**src/rtl/cpu_run_pkg.sv**
```systemverilog
// Shared types for the multicycle CPU run controller: run FSM states,
// trace FIFO entry layout and the TOHOST pass value.
package cpu_run_pkg;

    typedef enum logic [1:0] {
        IDLE,
        RESET,
        RUN,
        DONE
    } run_state_t;

    typedef struct packed {
        logic [31:0] addr;
        logic [31:0] data;
    } trace_entry_t;

    localparam logic [31:0] TOHOST_PASS = 32'd1;

endpackage

```
**src/rtl/run_trace_fifo.sv**
```systemverilog
// Synchronous FIFO of CPU store trace entries; a pop frees the slot that a
// same-cycle push uses, so push+pop is accepted even when full.
module run_trace_fifo
    import cpu_run_pkg::*;
#(
    parameter int unsigned DEPTH = 8
) (
    input  logic         clk,
    input  logic         rst_n,
    input  logic         flush,
    input  logic         push,
    input  trace_entry_t push_entry,
    input  logic         pop,
    output trace_entry_t head,
    output logic         empty,
    output logic         full
);

    localparam int unsigned AW = $clog2(DEPTH);

    trace_entry_t   mem [DEPTH];
    logic [AW:0]    wr_ptr;
    logic [AW:0]    rd_ptr;
    logic           do_push;
    logic           do_pop;

    // Extra MSB on each pointer tells a full ring from an empty one.
    assign empty   = (wr_ptr == rd_ptr);
    assign full    = (wr_ptr[AW] != rd_ptr[AW]) && (wr_ptr[AW-1:0] == rd_ptr[AW-1:0]);
    assign do_pop  = pop && !empty;
    assign do_push = push && (!full || do_pop);
    assign head    = mem[rd_ptr[AW-1:0]];

    always_ff @(posedge clk) begin
        if (!rst_n || flush) begin
            wr_ptr <= '0;
            rd_ptr <= '0;
        end else begin
            if (do_push) begin
                wr_ptr <= wr_ptr + (AW+1)'(1);
            end
            if (do_pop) begin
                rd_ptr <= rd_ptr + (AW+1)'(1);
            end
        end
    end

    always_ff @(posedge clk) begin
        if (do_push && !flush) begin
            mem[wr_ptr[AW-1:0]] <= push_entry;
        end
    end

endmodule

```
**src/rtl/cpu_run_ctrl.sv**
```systemverilog
// Run controller for the multicycle MIPS CPU: clock-enable divider, CPU reset
// sequencing, TOHOST pass/fail snooping, cycle watchdog and a store trace FIFO.
module cpu_run_ctrl
    import cpu_run_pkg::*;
#(
    parameter int unsigned CLK_DIV     = 1,
    parameter int unsigned RST_CYCLES  = 4,
    parameter logic [31:0] TOHOST_ADDR = 32'h0000_FFFC,
    parameter int unsigned TIMEOUT     = 100000,
    parameter int unsigned CNT_W       = 32,
    parameter int unsigned TRACE_DEPTH = 8
) (
    input  logic             clk_100M,
    input  logic             rst_n,
    input  logic             start,
    output logic             clk_en,
    output logic             cpu_rst,
    input  logic             wr_en,
    input  logic [31:0]      mem_addr,
    input  logic [31:0]      w_data,
    output logic             running,
    output logic             done,
    output logic             pass,
    output logic             timeout,
    output logic [31:0]      fail_code,
    output logic [CNT_W-1:0] cycle_count,
    output logic             trace_valid,
    input  logic             trace_ready,
    output logic [31:0]      trace_addr,
    output logic [31:0]      trace_data,
    output logic             trace_overflow
);

    localparam int unsigned      DIV_W     = (CLK_DIV > 1) ? $clog2(CLK_DIV) : 1;
    localparam int unsigned      RST_W     = (RST_CYCLES > 1) ? $clog2(RST_CYCLES) : 1;
    localparam logic [DIV_W-1:0] DIV_LAST  = DIV_W'(CLK_DIV - 1);
    localparam logic [RST_W-1:0] RST_LAST  = RST_W'(RST_CYCLES - 1);
    localparam logic [CNT_W-1:0] TIMEOUT_C = CNT_W'(TIMEOUT);

    run_state_t       state;
    run_state_t       state_next;
    logic [DIV_W-1:0] div_cnt;
    logic [RST_W-1:0] rst_cnt;
    logic [CNT_W-1:0] count_inc;
    logic             active;
    logic             start_ok;
    logic             store;
    logic             tohost_hit;
    logic             timeout_hit;
    logic             fifo_empty;
    logic             fifo_full;
    logic             fifo_pop;
    trace_entry_t     fifo_head;
    trace_entry_t     store_entry;

    assign active      = (state == RESET) || (state == RUN);
    assign clk_en      = active && (div_cnt == DIV_LAST);
    assign start_ok    = start && ((state == IDLE) || (state == DONE));
    assign store       = clk_en && wr_en && (state == RUN);
    assign tohost_hit  = store && (mem_addr == TOHOST_ADDR);
    assign count_inc   = (cycle_count == '1) ? cycle_count : cycle_count + CNT_W'(1);
    // A TOHOST store on the same pulse as the watchdog expiry takes priority.
    assign timeout_hit = (state == RUN) && clk_en && !tohost_hit && (count_inc >= TIMEOUT_C);

    always_ff @(posedge clk_100M) begin
        if (!rst_n) begin
            state <= IDLE;
        end else begin
            state <= state_next;
        end
    end

    always_comb begin
        state_next = state;
        cpu_rst    = 1'b0;
        running    = 1'b0;
        done       = 1'b0;
        case (state)
            IDLE: begin
                cpu_rst = 1'b1;
                if (start) begin
                    state_next = RESET;
                end
            end
            RESET: begin
                cpu_rst = 1'b1;
                running = 1'b1;
                if (clk_en && (rst_cnt == RST_LAST)) begin
                    state_next = RUN;
                end
            end
            RUN: begin
                running = 1'b1;
                if (tohost_hit || timeout_hit) begin
                    state_next = DONE;
                end
            end
            DONE: begin
                done = 1'b1;
                if (start) begin
                    state_next = RESET;
                end
            end
            default: begin
                state_next = IDLE;
            end
        endcase
    end

    always_ff @(posedge clk_100M) begin
        if (!rst_n) begin
            div_cnt        <= '0;
            rst_cnt        <= '0;
            pass           <= 1'b0;
            timeout        <= 1'b0;
            fail_code      <= '0;
            cycle_count    <= '0;
            trace_overflow <= 1'b0;
        end else if (start_ok) begin
            div_cnt        <= '0;
            rst_cnt        <= '0;
            pass           <= 1'b0;
            timeout        <= 1'b0;
            fail_code      <= '0;
            cycle_count    <= '0;
            trace_overflow <= 1'b0;
        end else begin
            if (active) begin
                div_cnt <= (div_cnt == DIV_LAST) ? '0 : div_cnt + DIV_W'(1);
            end
            if ((state == RESET) && clk_en) begin
                rst_cnt <= rst_cnt + RST_W'(1);
            end
            if ((state == RUN) && clk_en) begin
                cycle_count <= count_inc;
            end
            if (tohost_hit) begin
                pass      <= (w_data == TOHOST_PASS);
                fail_code <= (w_data == TOHOST_PASS) ? '0 : w_data;
            end
            if (timeout_hit) begin
                timeout <= 1'b1;
            end
            if (store && fifo_full && !fifo_pop) begin
                trace_overflow <= 1'b1;
            end
        end
    end

    assign fifo_pop    = trace_ready && !fifo_empty;
    assign store_entry = '{addr: mem_addr, data: w_data};

    run_trace_fifo #(
        .DEPTH (TRACE_DEPTH)
    ) u_trace_fifo (
        .clk        (clk_100M),
        .rst_n      (rst_n),
        .flush      (start_ok),
        .push       (store),
        .push_entry (store_entry),
        .pop        (trace_ready),
        .head       (fifo_head),
        .empty      (fifo_empty),
        .full       (fifo_full)
    );

    assign trace_valid = !fifo_empty;
    assign trace_addr  = fifo_head.addr;
    assign trace_data  = fifo_head.data;

endmodule
```
**config.mk**
```make
export PLATFORM = sky130hd
export DESIGN_NAME = cpu_run_ctrl
export DESIGN_NICKNAME = d
export VERILOG_FILES = /design/src/rtl/cpu_run_pkg.sv /design/src/rtl/run_trace_fifo.sv /design/src/rtl/cpu_run_ctrl.sv
export SDC_FILE = /design/constraint.sdc
export NUM_CORES = 1
export LEC_CHECK = 0
export CAP_MARGIN = 20
export CORE_MARGIN = 2
export CORE_UTILIZATION = 64
export CTS_BUF_LIST = sky130_fd_sc_hd__clkbuf_8
export DETAILED_ROUTE_END_ITERATION = 8
export PLACE_DENSITY = 0.87
export REMOVE_ABC_BUFFERS = 1
export SETUP_SLACK_MARGIN = 0.05
export SYNTH_ARGS = -nofsm -noshare
export SYNTH_HDL_FRONTEND = slang
export SYNTH_HIERARCHICAL = 1
export SYNTH_SLANG_ARGS = --single-unit
```
**constraint.sdc**
```tcl
create_clock -name clk_100M -period 28.5 [get_ports clk_100M]
set_clock_uncertainty 0.05 [all_clocks]
set_input_delay 5.7 -clock clk_100M [delete_from_list [all_inputs] [get_ports clk_100M]]
set_output_delay 5.7 -clock clk_100M [all_outputs]
set_load 0.05 [all_outputs]
```
==> flow_metrics.env <==
export IMPL_outcome="completed"
export IMPL_num_rows=70
export IMPL_finalNonFillerCells=2059
export IMPL_setup_viol=0
export IMPL_areaGrowthSynthToFinish_pct=17.5
export IMPL_clk_path_buf_depth=3
export IMPL_worst_slew_margin_relative_to_its_limit_pct=30.5
export IMPL_cts_hold_repair_buffers=0
export IMPL_worst_ep_required_time_ps=22750
export IMPL_fmaxAchievable_ghz=0.0940
export IMPL_globalRouteOverflowTotal=0
export IMPL_worst_path_max_fanout=50
export IMPL_synth_top_area_share_pct=64.6
export IMPL_rsz0062_at_grt="false"
export IMPL_timing_setup_critical_path_class="reg -> out"
export IMPL_timing_setup_tns_ps=0
export IMPL_groute_usage_overall_pct=26.8
export IMPL_ios=205
export IMPL_gp_congestion=0.902
export IMPL_synthFlopType="edfxtp_1"
export IMPL_synth_cells=1278
export IMPL_vdd_ir_drop_max_uv=78.2
export IMPL_mappedNetlistArea_sq_um=23800
export IMPL_post_synth_edffs=512
export IMPL_ys_warnings_count=6
export IMPL_number_of_setup_buffers_added_after_cts=0
export IMPL_synth_async_reset_ratio_pct=0
export IMPL_synth_seq_area_share_pct=71.5
export IMPL_die_w_um=197
export IMPL_cp_arrival_ps=4890
export IMPL_yosys_area_top_type="edfxtp_1"
export IMPL_slew_viol_final=0
export IMPL_detailedRoute_firstPassIterationCount=6
export IMPL_endpoints_failing_hold=0
export IMPL_post_route_cells_drive_above_1_share_pct=24.3
export IMPL_ant_nets=0
export IMPL_cts_tree="done"
export IMPL_starting_density_of_the_core_pct=65.0
export IMPL_vias=12900
export IMPL_cellLeakagePower_nw=8.72
export IMPL_post_route_min_period_ps=10640
export IMPL_yosys_reg_bits=594
export IMPL_timing_max_cap_violations=0
export IMPL_reg2regPathDepth=7
export IMPL_critical_path_endpoint="trace_data[31]"
export IMPL_cts_inserted_buffers=89
export IMPL_height_of_the_die_um=197
export IMPL_worstMarginPinSlew_ps=1040
export IMPL_nets=1597
export IMPL_numClockSinks=594
export IMPL_io_buffer_count=204
export IMPL_synth_top_cells_by_area="edfxtp_1, mux4_2, dfxtp_1, mux2_2, nor2_1"
export IMPL_maximum_number_of_pins_on_one_net_before_global_route_repair=71
export IMPL_start_kind="flop"
export IMPL_detailed_place_hpwl_mm=29.6
export IMPL_post_synth_num_cell_types=73
export IMPL_ctsResizeCount=0
export IMPL_hold_class="reg -> reg"
export IMPL_setup_worst_path_end_class="output port"
export IMPL_antenna_cells=0
export IMPL_finalCritPeriodShare_pct=37.3
export IMPL_launch_point_of_the_worst_reg_to_reg_path="state[0]"
export IMPL_cts_htree_levels=3
export IMPL_core_area_sq_um=36600
export IMPL_grt_antenna_before_repair=0
export IMPL_clock_tree_root="clkbuf_8"
export IMPL_postRouteWirelength_mm=51.2
export IMPL_first_pass_grt_wire_length_mm=77.4
export IMPL_r2r_end="timeout"
export IMPL_clock_insertion_delay_worst_skew_ps=650
export IMPL_numPlacedInstances=1895
export IMPL_reg2reg_setup_slack_ps=25080
export IMPL_design_die_area_sq_um=38700
export IMPL_wl_per_cell_um=24.9
export IMPL_number_of_global_route_vias_before_repair=13400
export IMPL_via_per_inst=6.27
export IMPL_fin_worst_hold_slack_ps=446
export IMPL_detail_route_iter0_violations=1019
export IMPL_postSynthAreaPerCell_sq_um=18.6
export IMPL_clk_slew_on_worst_s_h_paths_ps=60
export IMPL_drt_drc_violations_left=0
export IMPL_cellPowerDensity_nw_per_um2=65.0
==> per-layer routing <==
layer  track usage (%)  vias to the layer above  part of all wire, %
met3              6.72                       78                  9.0
met4              8.08                        0                  1.8
met2              45.5                      602                   51
li1                  -                     5669                    -
met1              34.8                     6571                   38
met5                 0                        -                    0
==> metrics by stage <==
step | power [mW] | setup WS, ps | util (%) | instance area [sq um]
floorplan | 1.12 | 15650 | - | 23400
detailed placement | 1.18 | 18430 | 71.8 | 26300
finish | 1.82 | 17860 | 76.4 | 28000
CTS | 1.83 | 17730 | 76.4 | 28000
global placement | 1.18 | 18470 | 71.8 | 26300
global route | 1.88 | 17480 | 76.4 | 28000
==> layout by cell type (no fill, tap or decap), types with 18 or more instances in the layout <==
master and n:
nand3_1 21, nor4_1 19, dfxtp_1 79, nor2_1 74, mux2_2 65, edfxtp_1 512
clkdlybuf4s50_1 204, mux4_2 128, buf_4 23, a22oi_1 31, nand2_1 33, clkinv_1 18
xor2_1 19, clkbuf_8 91, inv_1 37
==> how the worst min path moves through the flow <==
| stage | from | to | slack [ps] | depth (start not counted) |
|---|---|---|---|---|
| 4_1_cts | trace_overflow | trace_overflow | 460 | 2 |
| 2_1_floorplan | rst_cnt[1] | rst_cnt[1] | 410 | 2 |
| 6_report | trace_overflow | trace_overflow | 450 | 2 |
| 3_5_place_dp | trace_overflow | trace_overflow | 420 | 2 |
| 5_1_grt | rst_cnt[1] | rst_cnt[1] | 470 | 2 |
| 3_3_place_gp | trace_overflow | trace_overflow | 400 | 2 |
==> report_power, final <==
part	switching [mW]	internal, mW	total (mW)
logic	0.129	0.0732	0.202
clock network	0.322	0.329	0.651
registers	0.00785	0.957	0.965
total	0.458	1.36	1.82
==> layout make-up <==
class	count	area [sq um]
flip-flops and latches	594	17000
fillers	1899	8660
multi-input cells	594	6400
repair buffers	227	2210
clock buffers	91	1250
well taps	468	586
clock inverters	73	432
inverters	12	45.0
==> cells by family after synthesis <==
kind of cell | synth area share, %
and+or+nand+nor | 5.72
adders and majority gates | 0.526
buffers and inverters | 1.87
xor gates and xnor gates | 1.55
AOI/OAI and AO/OA | 3.16
DFF | 71.5
muxes | 15.7
==> state kept, by name (all words and copies together), names as in the netlist, named ones only <==
register             cells
rst_cnt                  2
fail_code               32
trace_overflow           1
pass                     1
cycle_count             32
u_trace_fifo/mem       512
state                    2
u_trace_fifo/wr_ptr      4
timeout                  1
u_trace_fifo/rd_ptr      4
==> worst max-delay path, cell delays in order (launching register included) <==
cell,delay [ps]
dfxtp_4,750
buf_4,830
buf_4,860
mux4_2,610
mux2_2,280
clkdlybuf4s50_1,740
==> synth_stat cells, drive strengths merged (4+ instances only) <==
cell	number
a21oi	17
xnor2	15
edfxtp	512
mux2	66
o211ai	8
clkbuf	36
mux4	128
and2	5
or2	8
o21ai	15
and4	6
nand4	18
a31oi	4
nor4	30
a211oi	4
xor2	22
inv	11
a22oi	32
mux2i	10
or3	14
buf	41
ha	10
nor2	75
or4	6
nand3	21
nand2b	6
nand2	33
and3	6
nor3	9
nor2b	4
dfxtp	82
(Power assumes the default switching activity.)
